**src/rtl/uart_rx.sv**
```systemverilog
// uart_rx: 8N1 UART receiver with 2-flop synchroniser, mid-bit sampling,
// one-entry valid/ready holding register, framing and overrun pulses.
module uart_rx #(
    parameter int CLKS_PER_BIT = 5208,
    parameter int HALF_BIT     = CLKS_PER_BIT / 2
) (
    input  logic       clk,
    input  logic       reset,
    input  logic       rx,
    input  logic       rx_ready,
    output logic [7:0] rx_data,
    output logic       rx_valid,
    output logic       frame_err,
    output logic       overrun,
    output logic       busy
);
    localparam int CW = $clog2(CLKS_PER_BIT);

    typedef enum logic [2:0] {IDLE, START, DATA, STOP, WAIT_IDLE} state_t;

    state_t        state, state_nx;
    logic          rx_m, rx_s;
    logic [CW-1:0] cnt;
    logic [2:0]    idx;
    logic [7:0]    shift;
    logic          tick, done, bad;

    always_ff @(posedge clk or posedge reset)
        if (reset) {rx_m, rx_s} <= 2'b11;
        else       {rx_m, rx_s} <= {rx, rx_m};

    always_ff @(posedge clk or posedge reset)
        if (reset) state <= IDLE;
        else       state <= state_nx;

    always_comb begin
        tick     = (state == START) ? (cnt == CW'(HALF_BIT - 1)) : (cnt == CW'(CLKS_PER_BIT - 1));
        state_nx = state;
        done     = 1'b0;
        bad      = 1'b0;
        case (state)
            IDLE:      if (!rx_s) state_nx = START;
            START:     if (tick) state_nx = rx_s ? IDLE : DATA;
            DATA:      if (tick && idx == 3'd7) state_nx = STOP;
            STOP: if (tick) begin
                state_nx = rx_s ? IDLE : WAIT_IDLE;
                done     = rx_s;
                bad      = !rx_s;
            end
            WAIT_IDLE: if (rx_s) state_nx = IDLE;
            default:   state_nx = IDLE;
        endcase
    end

    // Counter restarts at every sample point so each phase measures from the last sample
    always_ff @(posedge clk or posedge reset)
        if (reset) cnt <= '0;
        else       cnt <= (state == IDLE || state == WAIT_IDLE || tick) ? '0 : cnt + 1'b1;

    always_ff @(posedge clk or posedge reset)
        if (reset) begin
            idx   <= '0;
            shift <= '0;
        end else if (state == START) begin
            idx <= '0;
        end else if (state == DATA && tick) begin
            shift <= {rx_s, shift[7:1]};
            idx   <= idx + 1'b1;
        end

    // A completed byte only overwrites the holding register if it is empty or being read now
    always_ff @(posedge clk or posedge reset)
        if (reset) begin
            rx_data   <= '0;
            rx_valid  <= 1'b0;
            frame_err <= 1'b0;
            overrun   <= 1'b0;
        end else begin
            frame_err <= bad;
            overrun   <= 1'b0;
            if (done) begin
                if (!rx_valid || rx_ready) begin
                    rx_data  <= shift;
                    rx_valid <= 1'b1;
                end else begin
                    overrun <= 1'b1;
                end
            end else if (rx_ready) begin
                rx_valid <= 1'b0;
            end
        end

    assign busy = (state != IDLE);
endmodule
```
**config.mk**
```make
export PLATFORM = sky130hd
export DESIGN_NAME = uart_rx
export DESIGN_NICKNAME = d
export VERILOG_FILES = /design/src/rtl/uart_rx.sv
export SDC_FILE = /design/constraint.sdc
export NUM_CORES = 1
export LEC_CHECK = 0
export BUFFER_PORTS_ARGS = -buffer_cell sky130_fd_sc_hd__buf_2
export CAP_MARGIN = 20
export CORE_ASPECT_RATIO = 0.75
export CORE_MARGIN = 1
export CORE_UTILIZATION = 35
export CTS_BUF_LIST = sky130_fd_sc_hd__clkbuf_16
export DETAILED_ROUTE_END_ITERATION = 6
export PLACE_DENSITY = 0.48
export SETUP_SLACK_MARGIN = 0.15
export SYNTH_ARGS = -nofsm -noshare
export SYNTH_HDL_FRONTEND = slang
export SYNTH_SLANG_ARGS = --single-unit
```
**constraint.sdc**
```tcl
create_clock -name clk -period 2.4 [get_ports clk]
set_input_delay 0.48 -clock clk [delete_from_list [all_inputs] [get_ports clk]]
set_output_delay 0.48 -clock clk [all_outputs]
set_load 0.005 [all_outputs]
```
==> results.yml <==
outcome:
  status: "finished, final reports clean"
setup_path:
  r2r-start: "cnt[0]"
  cp_top_family: "simple AND/OR/NAND/NOR gates"
  critPathBufInv: 0
  rrSetupSlack_ns: 0.32
  endpoint: "rx_data[5]"
  critical_path_class: "reg -> reg"
  r2r-end: "rx_data[5]"
  crit_cells: 5
  arrival_ns: 2.25
  critPathMaxFanout: 8
  max_stage_delay_ns: 0.49
  cp_slowest_cell: "nor4_4"
  worstPathCellList: "ha_1, nor3b_2, nand4_2, nor4_4, mux2_2"
  r2r_cells: 5
  cp-start-kind: "flop"
  worstPathRequired_ns: 2.57
  end_kind: "flop"
  crit_start: "cnt[0]"
sta:
  tightest_slew_ns: 0.6180
  min_period_over_period_pct: 86.67
  finalSetupTns_ns: 0
  relSlewSlack_pct: 58.49
  fin_ws_ns: 0.3199
  hold_viol: 0
  finalSetupViolCount: 0
  clock-skew-final_ns: 0.005121
  finalMaxSlewViolations: 0
  rsz0062_at_grt: "no"
  max_clock_freq_mhz: 480.7
  period_needed_ns: 2.080
place:
  place_ws_ns: 0.2073
  place_hpwl_mm: 2.450
  place.gp.congestion: 0.7504
  placed_cell_area_sq_um: 1992
  portBuffers: 15
cells_and_area:
  drive_above_1_share_pct: 27.87
  final_util_pct: 43.64
  layout_common_cells: "dfrtp_1 (38), mux2_2 (15), nor3_1 (15), buf_2 (15), nor2_1 (12)"
  n_antenna_cell: 0
  syn_to_final_growth_pct: 18.19
  fin_area_sq_um: 2162
  nets: 189
  final_common_cell: "dfrtp_1"
clocking:
  insertion_delay_ns: 0.28
  clkSinkCount: 40
  clock_path_buffers: 2
  postCtsResizedCells: 0
  cts_max_level: 2
  cts_buffers: 5
  cts_tree: "yes"
  clk_pin_slew_ns: 0.06
  cts_root_buf: "clkbuf_16"
  cts_setup_buffers: 0
  cts_hold_buffers: 0
pwr:
  total_power_uw: 1453
  p_leak_uw: 0.001023
  irDropWorstVdd_uv: 379.8
  power.density_nw_per_um2: 671.8
yosys:
  yosys.area.top_type: "dfrtp_1"
  synth_top_area_share_pct: 51.98
  ys_seq_area_share_pct: 54.86
  synth_area_sq_um: 1829
  syn_inst: 160
  avgSynthCellArea_sq_um: 11.43
  ys_warn_count: 0
  yosysUniqueCellTypes: 35
  syn_nets: 167
  ys_ff_latch: 40
  synth.area.top_cells: "dfrtp_1 (52%), mux2_2 (9.2%), xnor2_1 (4.3%)"
route:
  wl_mm: 3.493
  vias: 1279
  drt-vias-per-instance: 5.263
  wl_per_cell_um: 14.37
  drc: 0
  drt_iter0_markers: 113
  drtAntennaViolNets: 0
  drt_pass1_iterations: 4
grt:
  antenna_found_initial: 0
  grt_pass1_wl_mm: 6.313
  grt_pass1_vias: 1279
  grt_usage_pct: 15.06
  grt_max_degree: 41
  gr-total-overflow: 0
floorplanning:
  coreArea_sq_um: 4955
  die_w_um: 85.48
  die-area_sq_um: 5523
  pin_count: 16
  rows: 22
  die_y_um: 64.61
  initial_core_util_pct: 36.92
hold_path:
  hold_class: "in -> reg"
run:
  drv_cap: 0
==> synthesized netlist by cell type <==
library cell and n:
dfstp_2 2, nor3_1 15, a21o_1 1, or3b_2 1, o211ai_1 1, nor4_4 1
ha_1 3, xor2_1 2, buf_2 2, and3b_1 2, nand2_1 6, nor2b_1 1
mux2_2 15, inv_1 4, a22oi_1 1, o21ai_0 5, a21boi_1 1, clkbuf_1 2
nand4_1 2, or3_1 2, and3_1 3, nand2b_1 2, nor2_1 12, or2_2 2
nor3b_2 1, a21oi_1 4, dfrtp_1 38, nor4_1 1, and2_0 1, and4b_1 2
o2bb2ai_1 2, xnor2_1 9, nor3b_1 4, nand3_1 9, nand4_2 1
==> stage by stage <==
step / instances / hold slack, ns
after global routing: 243 / 0.2832
after CTS: 243 / 0.2912
after detailed placement: 235 / 0.3497
after floorplan: 160 / 0.3452
after global placement: 235 / 0.3463
final: 243 / 0.2940
==> cell families after synthesis <==
logic type	Yosys count	synth area share [%]
xor+xnor	11	5.267
compound gates	15	5.062
fa+ha+maj	3	2.052
mux	15	9.234
simple gates	68	21.75
buf+inv	8	1.778
flops	40	54.86
==> how the worst min path moves through the flow <==
stage	start	endpoint	slack, ns	cells after the start
floorplan	rx_m	rx_s	0.35	0
global placement	rx_m	rx_s	0.35	0
detailed placement	rx_m	rx_s	0.35	0
CTS	rx	rx_m	0.29	1
global route	rx	rx_m	0.28	1
finish	rx	rx_m	0.29	1
==> state kept, by name, indices dropped and copies added (netlist names) <==
signal and count:
cnt 13, rx_data 8, shift 8, idx 3, state 3, frame_err 1
overrun 1, rx_m 1, rx_s 1, rx_valid 1
==> where the power goes <==
group,total [uW],switching (uW),internal [uW],leakage [uW]
sequential,679,1.74,678,0.000537
clock,755,267,488,0.0000798
combinational,18.0,14.6,3.43,0.000406
==> layout make-up <==
type                            count  area [sq um]
Inverter                            4         15.01
Multi-Input combinational cell    112         795.8
Clock inverter                      3         42.54
Tap cell                           60         75.07
Clock buffer                        5         125.1
Sequential cell                    40          1003
Fill cell                         471          2793
Timing Repair Buffer               19         105.1
==> layer usage <==
layer	routed length (um)	track usage [%]	part of all wire, %	up-vias
li1	-	-	-	619
met1	1784	21.21	51	632
met2	1545	22.50	44	24
met3	122	4.076	3.5	4
met4	40	5.000	1.1	0
met5	0	0	0	-
Power figures use the tool's default switching activity.
